`config.mk`:
```
export PLATFORM = sky130hd
export DESIGN_NAME = hazard_forward_ctrl
export DESIGN_NICKNAME = d
export VERILOG_FILES = /design/src/rtl/hazard_forward_ctrl.sv
export SDC_FILE = /design/constraint.sdc
export NUM_CORES = 1
export LEC_CHECK = 0
export ABC_AREA = 1
export BUFFER_PORTS_ARGS = -buffer_cell sky130_fd_sc_hd__buf_4
export CAP_MARGIN = 20
export CORE_UTILIZATION = 45
export DETAILED_ROUTE_END_ITERATION = 6
export GPL_ROUTABILITY_DRIVEN = 0
export GPL_TIMING_DRIVEN = 0
export PLACE_DENSITY = 0.73
export SLEW_MARGIN = 20
export SYNTH_ARGS = -nofsm -noshare
export SYNTH_HDL_FRONTEND = slang
export SYNTH_SLANG_ARGS = --single-unit
export TNS_END_PERCENT = 20
```
`constraint.sdc`:
```
create_clock -name clk -period 2.3 [get_ports clk]
set_clock_uncertainty 0.05 [all_clocks]
set_input_delay 0.345 -clock clk [delete_from_list [all_inputs] [get_ports clk]]
set_output_delay 0.345 -clock clk [all_outputs]
set_load 0.02 [all_outputs]
```
`src/rtl/hazard_forward_ctrl.sv`:
```
// Hazard detection and operand-forwarding control for a 5-stage pipeline.
// Tracks dest/rf_enable/load for the instructions in EX, MEM and WB. It uses
// those to pick forwarding sources for the two register-file read ports and
// to stall on a load-use hazard. A saturating counter records stall cycles.
module hazard_forward_ctrl #(
    parameter int CNT_W = 16
) (
    input  logic             clk,
    input  logic             reset,
    input  logic [4:0]       id_rs,
    input  logic [4:0]       id_rt,
    input  logic             id_uses_rs,
    input  logic             id_uses_rt,
    input  logic [4:0]       id_dest,
    input  logic             id_rf_enable,
    input  logic             id_load_instr,
    input  logic             stat_clear,
    output logic [1:0]       fwd_rs_sel,
    output logic [1:0]       fwd_rt_sel,
    output logic             control_mux,
    output logic             pc_enable,
    output logic             if_id_enable,
    output logic [4:0]       ex_dest,
    output logic [4:0]       mem_dest,
    output logic [4:0]       wb_dest,
    output logic [CNT_W-1:0] stall_count
);

    localparam logic [1:0] SEL_ID  = 2'b00;
    localparam logic [1:0] SEL_EX  = 2'b01;
    localparam logic [1:0] SEL_MEM = 2'b10;
    localparam logic [1:0] SEL_WB  = 2'b11;

    // Shadow copies of the pipeline control fields.
    logic [4:0]       r_ex_dest, r_mem_dest, r_wb_dest;
    logic             r_ex_rf, r_mem_rf, r_wb_rf;
    logic             r_ex_load, r_mem_load, r_wb_load;
    logic [CNT_W-1:0] r_stall_count;

    logic             w_ex_live, w_mem_live, w_wb_live;
    logic             w_stall;

    // Register 0 is hard-wired zero, so a write to it never produces data worth forwarding.
    assign w_ex_live  = r_ex_rf  && (r_ex_dest  != 5'd0);
    assign w_mem_live = r_mem_rf && (r_mem_dest != 5'd0);
    assign w_wb_live  = r_wb_rf  && (r_wb_dest  != 5'd0);

    // Youngest producer wins: EX over MEM over WB, else the register file value.
    function automatic logic [1:0] pick_src(input logic [4:0] src);
        if (w_ex_live && r_ex_dest == src)
            return SEL_EX;
        else if (w_mem_live && r_mem_dest == src)
            return SEL_MEM;
        else if (w_wb_live && r_wb_dest == src)
            return SEL_WB;
        else
            return SEL_ID;
    endfunction

    // Forward selects and load-use stall detection, all zero-latency.
    always_comb begin
        fwd_rs_sel = pick_src(id_rs);
        fwd_rt_sel = pick_src(id_rt);
        w_stall    = r_ex_load && w_ex_live &&
                     ((id_uses_rs && id_rs == r_ex_dest) ||
                      (id_uses_rt && id_rt == r_ex_dest));
    end

    assign control_mux  = w_stall;
    assign pc_enable    = ~w_stall;
    assign if_id_enable = ~w_stall;

    // Advance the shadow pipeline; a stall injects a bubble into EX.
    always_ff @(posedge clk or posedge reset) begin
        if (reset) begin
            r_ex_dest  <= 5'd0;
            r_ex_rf    <= 1'b0;
            r_ex_load  <= 1'b0;
            r_mem_dest <= 5'd0;
            r_mem_rf   <= 1'b0;
            r_mem_load <= 1'b0;
            r_wb_dest  <= 5'd0;
            r_wb_rf    <= 1'b0;
            r_wb_load  <= 1'b0;
        end else begin
            r_wb_dest  <= r_mem_dest;
            r_wb_rf    <= r_mem_rf;
            r_wb_load  <= r_mem_load;
            r_mem_dest <= r_ex_dest;
            r_mem_rf   <= r_ex_rf;
            r_mem_load <= r_ex_load;
            if (w_stall) begin
                r_ex_dest <= 5'd0;
                r_ex_rf   <= 1'b0;
                r_ex_load <= 1'b0;
            end else begin
                r_ex_dest <= id_dest;
                r_ex_rf   <= id_rf_enable;
                r_ex_load <= id_load_instr;
            end
        end
    end

    // Stall-cycle counter: clear has priority, otherwise saturating increment.
    always_ff @(posedge clk or posedge reset) begin
        if (reset)
            r_stall_count <= '0;
        else if (stat_clear)
            r_stall_count <= '0;
        else if (w_stall && (r_stall_count != {CNT_W{1'b1}}))
            r_stall_count <= r_stall_count + CNT_W'(1);
    end

    assign ex_dest     = r_ex_dest;
    assign mem_dest    = r_mem_dest;
    assign wb_dest     = r_wb_dest;
    assign stall_count = r_stall_count;

endmodule

```
==> impl_metrics.json, run 1 <==
{
  "critical-path-top-delay-family": "buffers and inverters",
  "final_cell_mix": "70 x buf_4, 69 x nand2_1, 36 x nor2_1",
  "path_class": "reg2out",
  "worst_r2r_endpoint": "stall_count[8]$_DFFE_PP0P_",
  "layout_commonest_cell": "buf_4",
  "vias_per_cell": 4.906,
  "setup_viol_count_final": 0,
  "h-tree-depth": 2,
  "setup_tns_ps": 0,
  "holdWs_ps": 140.4,
  "grt_pass1_wl_um": 8901,
  "cts_tree": "built",
  "ant_nets": 0,
  "synth_edf_count": 0,
  "die_area_mm2": 0.004969,
  "drt-initial-drc-count": 115,
  "hold_violations": 0,
  "wl_um": 5136,
  "io_pins": 60,
  "vias": 1992,
  "clk_latency_ps": 280,
  "startpoint_type": "register",
  "wl_per_cell_um": 12.65,
  "arrival_ps": 1820,
  "gr-total-overflow": 0,
  "achievable-frequency_mhz": 452.4,
  "status": "finished with violations",
  "cts-buffers-inserted": 5,
  "syn_area_per_cell_um2": 7.593,
  "synth_flop_cell": "dfrtp_1",
  "path_buf_inv": 4,
  "crit_chain": "inv_1, nand4_1, o21ai_2, nor2_2, and2_4, buf_6, buf_4, buf_4",
  "regToRegStartpoint": "stall_count[0]$_DFFE_PP0P_",
  "synth_nets": 301,
  "fin_nets": 377,
  "die_y_um": 70.49,
  "netlist_instances": 278,
  "peakVddDrop_mv": 0.4287,
  "ys_warn_count": 0,
  "fillers": 386,
  "failed_checks": "DRC",
  "synth-seq-cells": 35,
  "final_max_slew_viol_count": 0,
  "ys_seq_area_share_pct": 41.49,
  "endpoint_kind": "output pin",
  "rr_worst_depth": 11,
  "cp_max_fo": 4,
  "port_buffers": 58,
  "hpwl_um": 3689,
  "holdBufCountCts": 0,
  "cpMostUsedCell": "buf_4",
  "p_leak_nw": 1.470,
  "power_density_mw_per_mm2": 486.6,
  "worstHoldPathType": "in2async",
  "synthArstFlopShare_pct": 100.0,
  "antenna_found_initial": 0,
  "syn2layout_area_growth_pct": 35.92,
  "die_w_um": 70.49,
  "cts_sinks": 35,
  "ys_types": 28,
  "critical_path_required_ps": 1900,
  "ctsRootBufferMaster": "clkbuf_8",
  "reg2reg_slack_ps": 390,
  "dr.pass1.iters": 7,
  "start_util_pct": 47.49,
  "relSlewSlack_pct": 51.76,
  "rsz0062_at_grt": "false",
  "clkSlewWorstSetupHoldPaths_ps": 70,
  "drcViolationCount": 14,
  "synth_area_mm2": 0.002111,
  "fin_crit_ps": 2210,
  "drive_above_1_share_pct": 31.36,
  "drv_cap": 0,
  "grt_usage_pct": 23.19,
  "critPathSlowestCell": "dfrtp_1",
  "finalCritPeriodShare_pct": 96.10,
  "rows": 24,
  "crit_path_max_incr_delay_ps": 410,
  "cts_buffer_depth": 2,
  "coreArea_mm2": 0.004444,
  "tightest_slew_ps": 722.6,
  "grt_max_degree": 36,
  "grt_pass1_vias": 1942,
  "n_antenna_cell": 0
}
==> worst register-to-register path, stage by stage (launching register included) <==
cell	delay, ps
dfrtp_1	430
ha_1	210
nand2_2	90
nor2_4	140
nand2_2	80
nor2_4	130
nand4_2	110
nand3_4	170
nand2_4	110
buf_6	160
nand2_1	50
nand2_1	50
==> how the worst max path moves through the flow <==
stage,end,depth (start not counted),from
final,control_mux,8,ex_dest[3]$_DFF_PP0_
after global routing,control_mux,8,ex_dest[3]$_DFF_PP0_
after CTS,fwd_rt_sel[1],12,ex_dest[0]$_DFF_PP0_
after detailed placement,pc_enable,9,ex_dest[3]$_DFF_PP0_
after global placement,pc_enable,11,id_rt[1]
after floorplan,pc_enable,8,ex_dest[3]$_DFF_PP0_
==> power breakdown <==
| group | internal, W | switching (W) | leakage (nW) |
|---|---|---|---|
| clock | 0.000235 | 0.000204 | 0.0470 |
| sequential | 0.000641 | 0.0000338 | 0.442 |
| combinational | 0.000127 | 0.000155 | 0.980 |
==> synth_stat cells (all sizes together) (2+ instances only) <==
cell	count	area, um^2
nand2	76	297.8
nor2	44	180.2
dfrtp	35	875.8
inv	31	116.4
nand3	24	132.6
xor2	17	148.9
xnor2	16	140.1
nand4	9	62.56
buf	5	36.28
o21ai	5	25.02
nor3	4	20.02
a21oi	3	15.01
clkbuf	2	7.510
nor3b	2	15.01
==> cells by family (layout without fill, tap and decap cells) <==
group	after synthesis	after routing	synth area share, %
compound gates	9	9	2.252
flops	35	35	41.49
simple gates	161	161	34.20
xor+xnor	33	33	13.69
buf+inv	39	115	7.765
fa+ha+maj	1	1	0.5927
==> sequential cells by signal, summed over array words and instances, names as in the netlist <==
name and count:
r_wb_rf 1, mem_dest 5, r_ex_load 1, r_mem_rf 1
wb_dest 5, r_ex_rf 1, stall_count 16, ex_dest 5
==> per-layer routing <==
layer  vias up  track usage [%]  routed length (um)
met5         -                0                   0
met4         0            9.524                  53
met3         4            4.618                 265
met2        59            39.16                2695
met1       913            28.92                2121
li1       1016                -                   -
==> layout make-up <==
type / count / area, um^2 / share of cell area [%]
Multi-Input combinational cell: 204 / 1147 / 39.99
Clock inverter: 1 / 5.005 / 0.1744
Tap cell: 52 / 65.06 / 2.268
Inverter: 32 / 120.1 / 4.187
Clock buffer: 6 / 82.58 / 2.878
Sequential cell: 35 / 877.1 / 30.57
Buffer: 7 / 50.05 / 1.744
Timing Repair Buffer: 69 / 521.8 / 18.19
==> timing repair <==
item	4_1_cts	5_1_grt
pin swaps	4	11
setup endpoints to repair	3	5
resized for setup	6	23
setup buffers	8	4
gates cloned	0	0
==> metrics by stage <==
| stage | cell area, um^2 | total power, W | util (%) | setup slack (ps) | cells |
|---|---|---|---|---|---|
| 2_1_floorplan | 2111 | 0.0008227 | - | 204.9 | 278 |
| 3_3_place_gp | 2611 | 0.0009251 | 58.76 | 221.5 | 388 |
| 3_5_place_dp | 2611 | 0.0009315 | 58.76 | 176.0 | 388 |
| 4_1_cts | 2771 | 0.001388 | 62.36 | 6.663 | 403 |
| 5_1_grt | 2869 | 0.001466 | 64.56 | 10.78 | 406 |
| 6_report | 2869 | 0.001396 | 64.56 | 89.60 | 406 |
No activity file was read; power rests on OpenSTA's default activity.
==> run 2, diff against run 1 <==
- GPL_ROUTABILITY_DRIVEN: 0 -> default
- PLACE_DENSITY: 0.73 -> default
- PLACE_DENSITY_LB_ADDON: default -> 0.12
==> run 2 against run 1 <==
Compared with the run above:
- the run still ends with DRC left
- core utilization down 2.4 points
- maximum frequency down 0.77%
- non-clock buffer count down 3
- global-route usage down 1.1 points
- largest cell class unchanged
==> impl_metrics.json, run 2 (synthesis gave the netlist of run 1 again) <==
{
  "drv_cap": 0,
  "use_met3_pct": 4.473,
  "grt_max_degree": 36,
  "place.gp.congestion": 0.8416,
  "drt-initial-drc-count": 97,
  "grt_usage_pct": 22.14,
  "fin_crit_ps": 2228,
  "start_util_pct": 47.49,
  "ant_nets": 0,
  "endpoint_kind": "output pin",
  "ctsRootBufferMaster": "clkbuf_8",
  "worst_r2r_endpoint": "stall_count[10]$_DFFE_PP0P_",
  "use_met1_pct": 31.43,
  "dr.pass1.iters": 6,
  "setup_viol_count_final": 0,
  "cts_sinks": 35,
  "drive_above_1_share_pct": 26.29,
  "grtUsageMet2_pct": 34.84,
  "busiest_layer": "met2",
  "layout_commonest_cell": "nand2_1",
  "final_max_slew_viol_count": 0,
  "power_density_mw_per_mm2": 483.2,
  "final_core_util_pct": 62.16,
  "dpl-instance-area_mm2": 0.002611,
  "clkSlewWorstSetupHoldPaths_ps": 60,
  "cts-buffers-inserted": 5,
  "path_class": "reg2out",
  "peakVddDrop_mv": 0.3228,
  "final_cell_mix": "72 x nand2_1, 68 x buf_4, 41 x nor2_1",
  "hpwl_um": 3777,
  "drcViolationCount": 6,
  "vias_per_cell": 4.975,
  "failed_checks": "DRC",
  "port_buffers": 58,
  "antenna_found_initial": 0,
  "h-tree-depth": 2,
  "grt_pass1_wl_um": 8611,
  "syn2layout_area_growth_pct": 30.88,
  "achievable-frequency_mhz": 448.9,
  "cp-startpoint": "ex_dest[3]$_DFF_PP0_",
  "die_y_um": 70.49,
  "hold_violations": 0,
  "arrival_ps": 1830,
  "startpoint_type": "register",
  "rr_worst_depth": 11,
  "critical_path_required_ps": 1900,
  "cp_max_fo": 8,
  "regToRegStartpoint": "stall_count[0]$_DFFE_PP0P_",
  "io_pins": 60,
  "status": "finished with violations",
  "clk_latency_ps": 280,
  "largest_register_ff_count": 16,
  "die_area_mm2": 0.004969,
  "p_leak_nw": 1.434,
  "gr-total-overflow": 0,
  "wl_um": 5165,
  "grt_pass1_vias": 1809,
  "fin_nets": 374,
  "finalCritPeriodShare_pct": 96.85,
  "vias": 2000,
  "coreArea_mm2": 0.004444,
  "cts_tree": "built",
  "endpoint": "pc_enable",
  "wl_per_cell_um": 12.85,
  "relSlewSlack_pct": 51.01,
  "worstHoldPathType": "in2async",
  "tightest_slew_ps": 733.7,
  "reg2reg_slack_ps": 370,
  "holdBufCountCts": 0,
  "n_antenna_cell": 0,
  "cts_buffer_depth": 2,
  "die_w_um": 70.49,
  "rows": 24,
  "design_area_mm2": 0.002763
}
[run 2: cell count changes in the layout (fill, tap and decap cells not counted), sizes merged]
| cell | previous run | this run |
|---|---|---|
| buf | 74 | 71 |
| clkinv | 2 | 1 |
[run 2: metal layers]
layer	up-vias	wire length, um
li1	1006	-
met1	940	2503
met2	50	2417
met3	4	211
met4	0	31
met5	-	0
[run 2: what timing repair did]
item,CTS,global route
pin swaps,1,3
setup endpoints to repair,3,3
buffers inserted,2,6
gates resized for setup,3,7
[run 2: final cells by class]
cell class | count | area (um^2)
multi-input cells | 204 | 1082
well taps | 52 | 65.06
clock buffers | 6 | 72.57
repair buffers | 66 | 495.5
flip-flops and latches | 35 | 877.1
fillers | 431 | 1682
plain buffers | 7 | 50.05
inverters | 32 | 120.1
[run 2: worst max-delay path: stages, from the launching register on]
cell and delay (ps):
dfrtp_1 410, inv_1 100, nand2_1 60, nand2_1 50, nor2_1 150, nand4_1 130, nand2_2 100, and2_4 140
buf_6 120, inv_2 40, buf_4 110, buf_4 140
[run 2: worst min-delay path by stage]
stage	startpoint	endpoint	slack, ps	cells past startpoint
3_5_place_dp	r_mem_rf$_DFF_PP0_	r_wb_rf$_DFF_PP0_	310	0
4_1_cts	reset	stall_count[2]$_DFFE_PP0P_	180	2
5_1_grt	id_load_instr	r_ex_load$_DFF_PP0_	220	3
6_report	reset	ex_dest[2]$_DFF_PP0_	150	2
3_3_place_gp	r_ex_rf$_DFF_PP0_	r_mem_rf$_DFF_PP0_	310	0
2_1_floorplan	r_mem_rf$_DFF_PP0_	r_wb_rf$_DFF_PP0_	300	0
[run 2: per-stage QoR]
step	std cells	power [W]	setup TNS [ps]	hold slack [ps]	setup slack [ps]
after global routing	402	0.001407	-33.96	217.3	-33.96
final	402	0.001335	0	146.2	72.35
after detailed placement	388	0.0009310	0	311.2	161.6
after floorplan	278	0.0008227	0	297.8	204.9
after global placement	388	0.0009263	0	312.5	208.2
after CTS	396	0.001335	0	177.8	0.2196
[run 2: power by group]
group / switching [W] / leakage [nW] / internal, W
Combinational: 0.000144 / 0.954 / 0.000115
Clock: 0.000199 / 0.0371 / 0.000202
Sequential: 0.0000341 / 0.442 / 0.000641
Total: 0.000377 / 1.43 / 0.000958
==> run 3, diff against run 2 <==
==> constraint.sdc (replaced) <==
create_clock -name clk -period 2.3 [get_ports clk]
set_clock_uncertainty 0.05 [all_clocks]
set_input_delay 0.46 -clock clk [delete_from_list [all_inputs] [get_ports clk]]
set_output_delay 0.46 -clock clk [all_outputs]
set_load 0.02 [all_outputs]
==> run 3 against run 2 <==
Compared with the run above:
- the run still ends with DRC left
- total power increased by 0.87%
- clock-buffer cell count stayed put
- global-route usage rose by 0.49 points
- design area is 1.5% higher
- hold slack better by 120 ps
- maximum frequency is 1.5% higher
- final cell count is 1.0% higher
- clock power about the same
- sequential share of layout area is 0.48 points lower
- die area unchanged
- largest power group unchanged
- highest routed layer unchanged
==> impl_metrics.json, run 3 (synthesis gave the netlist of run 1 again) <==
{
  "failed_checks": "DRC",
  "coreArea_mm2": 0.004444,
  "arrival_ps": 1690,
  "path_class": "reg2out",
  "status": "finished with violations",
  "grt_max_degree": 36,
  "dpl-instance-area_mm2": 0.002611,
  "tightest_slew_ps": 742.5,
  "path_buf_inv": 4,
  "ctsRootBufferMaster": "clkbuf_8",
  "critical-path-top-delay-family": "simple AND/OR/NAND/NOR gates",
  "peakVddDrop_mv": 0.3204,
  "wl_um": 5292,
  "antenna_found_initial": 0,
  "die_w_um": 70.49,
  "cts_tree": "built",
  "relSlewSlack_pct": 50.43,
  "cts_buffer_depth": 2,
  "n_antenna_cell": 0,
  "hold_violations": 0,
  "setup_viol_count_final": 0,
  "fin_nets": 378,
  "syn2layout_area_growth_pct": 32.90,
  "grt_pass1_wl_um": 8769,
  "final_cell_mix": "72 x nand2_1, 72 x buf_4, 39 x nor2_1",
  "cts-buffers-inserted": 5,
  "drt-initial-drc-count": 131,
  "port_buffers": 58,
  "regToRegStartpoint": "stall_count[0]$_DFFE_PP0P_",
  "h-tree-depth": 2,
  "grt_pass1_vias": 1844,
  "startpoint_type": "register",
  "finalNonFillerCells": 406,
  "largest_register_ff_count": 16,
  "rr_worst_depth": 11,
  "endpoint_kind": "output pin",
  "holdBufCountCts": 0,
  "worst_r2r_endpoint": "stall_count[10]$_DFFE_PP0P_",
  "achievable-frequency_mhz": 455.6,
  "dp_cells": 388,
  "grt_usage_pct": 22.63,
  "crit_chain": "inv_1, nand4_1, o21ai_2, nor2_1, and2_4, inv_2, buf_4, buf_6",
  "vias": 2043,
  "clk_latency_ps": 280,
  "io_pins": 60,
  "place.gp.congestion": 0.8416,
  "setup_tns_ps": 0,
  "worstSetupPathDepth": 8,
  "gr-total-overflow": 0,
  "dr.pass1.iters": 6,
  "die_area_mm2": 0.004969,
  "reg2reg_slack_ps": 380,
  "drcViolationCount": 6,
  "cp_max_fo": 4,
  "hpwl_um": 3777,
  "drive_above_1_share_pct": 28.25,
  "final_max_slew_viol_count": 0,
  "p_leak_nw": 1.459,
  "power_density_mw_per_mm2": 480.0,
  "die_y_um": 70.49,
  "fillers": 421,
  "finalCritPeriodShare_pct": 95.44,
  "vias_per_cell": 5.032,
  "critical_path_required_ps": 1790,
  "fin_crit_ps": 2195,
  "wl_per_cell_um": 13.03,
  "cts_sinks": 35,
  "critPathSlowestCell": "dfrtp_1",
  "clkSlewWorstSetupHoldPaths_ps": 70,
  "drv_cap": 0,
  "start_util_pct": 47.49,
  "design_area_mm2": 0.002805,
  "worstHoldPathType": "in2async",
  "rows": 24,
  "ant_nets": 0,
  "crit_path_max_incr_delay_ps": 380,
  "rsz0062_at_grt": "false"
}
==> run 3: report_power, final <==
group / switching [W] / leakage, nW / total [W] / internal [W]
Clock: 0.000199 / 0.0371 / 0.000401 / 0.000202
Sequential: 0.0000339 / 0.442 / 0.000675 / 0.000641
Combinational: 0.000147 / 0.979 / 0.000270 / 0.000123
==> run 3: routing by layer <==
metal / track usage (%) / vias up / share of wire [%]
met4: 4.762 / 0 / 0.79
met5: 0 / - / 0
li1: - / 1015 / -
met3: 4.473 / 6 / 4.3
met1: 31.71 / 970 / 47
met2: 36.25 / 52 / 48
==> run 3: layout make-up <==
cell class	instances	area (um^2)	share of cell area, %
clock buffer	6	72.57	2.587
sequential	35	877.1	31.27
tap	52	65.06	2.319
inverter	32	120.1	4.282
buffer	6	38.79	1.383
multi-input combinational	204	1095	39.03
timing repair buffer	71	536.8	19.13
==> run 3: repair_timing <==
| action | CTS | global route |
|---|---|---|
| buffers inserted | 10 | 3 |
| setup endpoints to repair | 3 | 5 |
| pin swaps | 4 | 9 |
| gates resized for setup | 7 | 8 |
==> run 3: how the worst max path moves through the flow <==
| stage | end | start |
|---|---|---|
| floorplan | pc_enable | ex_dest[3]$_DFF_PP0_ |
| global placement | pc_enable | id_rs[2] |
| detailed placement | pc_enable | id_rs[2] |
| CTS | pc_enable | ex_dest[1]$_DFF_PP0_ |
| global route | fwd_rt_sel[1] | wb_dest[1]$_DFF_PP0_ |
| finish | pc_enable | ex_dest[2]$_DFF_PP0_ |
==> run 3: worst register-to-register path: cells and delay by family (launching register included) <==
family,cells,cell delay [ps]
buffers and inverters,1,160
adder cells (fa/ha/maj),1,210
flip-flops,1,430
AND/OR/NAND/NOR,9,960
==> run 3: per-stage QoR <==
| step | hold WS, ps | worst slack, ps | utilization (%) | power [W] |
|---|---|---|---|---|
| 6_report | 268.1 | 104.9 | 63.12 | 0.001346 |
| 3_5_place_dp | 311.2 | -18.56 | 58.76 | 0.0009310 |
| 5_1_grt | 333.7 | 14.20 | 63.12 | 0.001421 |
| 3_3_place_gp | 312.5 | -2.574 | 58.76 | 0.0009263 |
| 2_1_floorplan | 297.8 | 89.89 | - | 0.0008227 |
| 4_1_cts | 292.8 | 3.269 | 62.50 | 0.001348 |
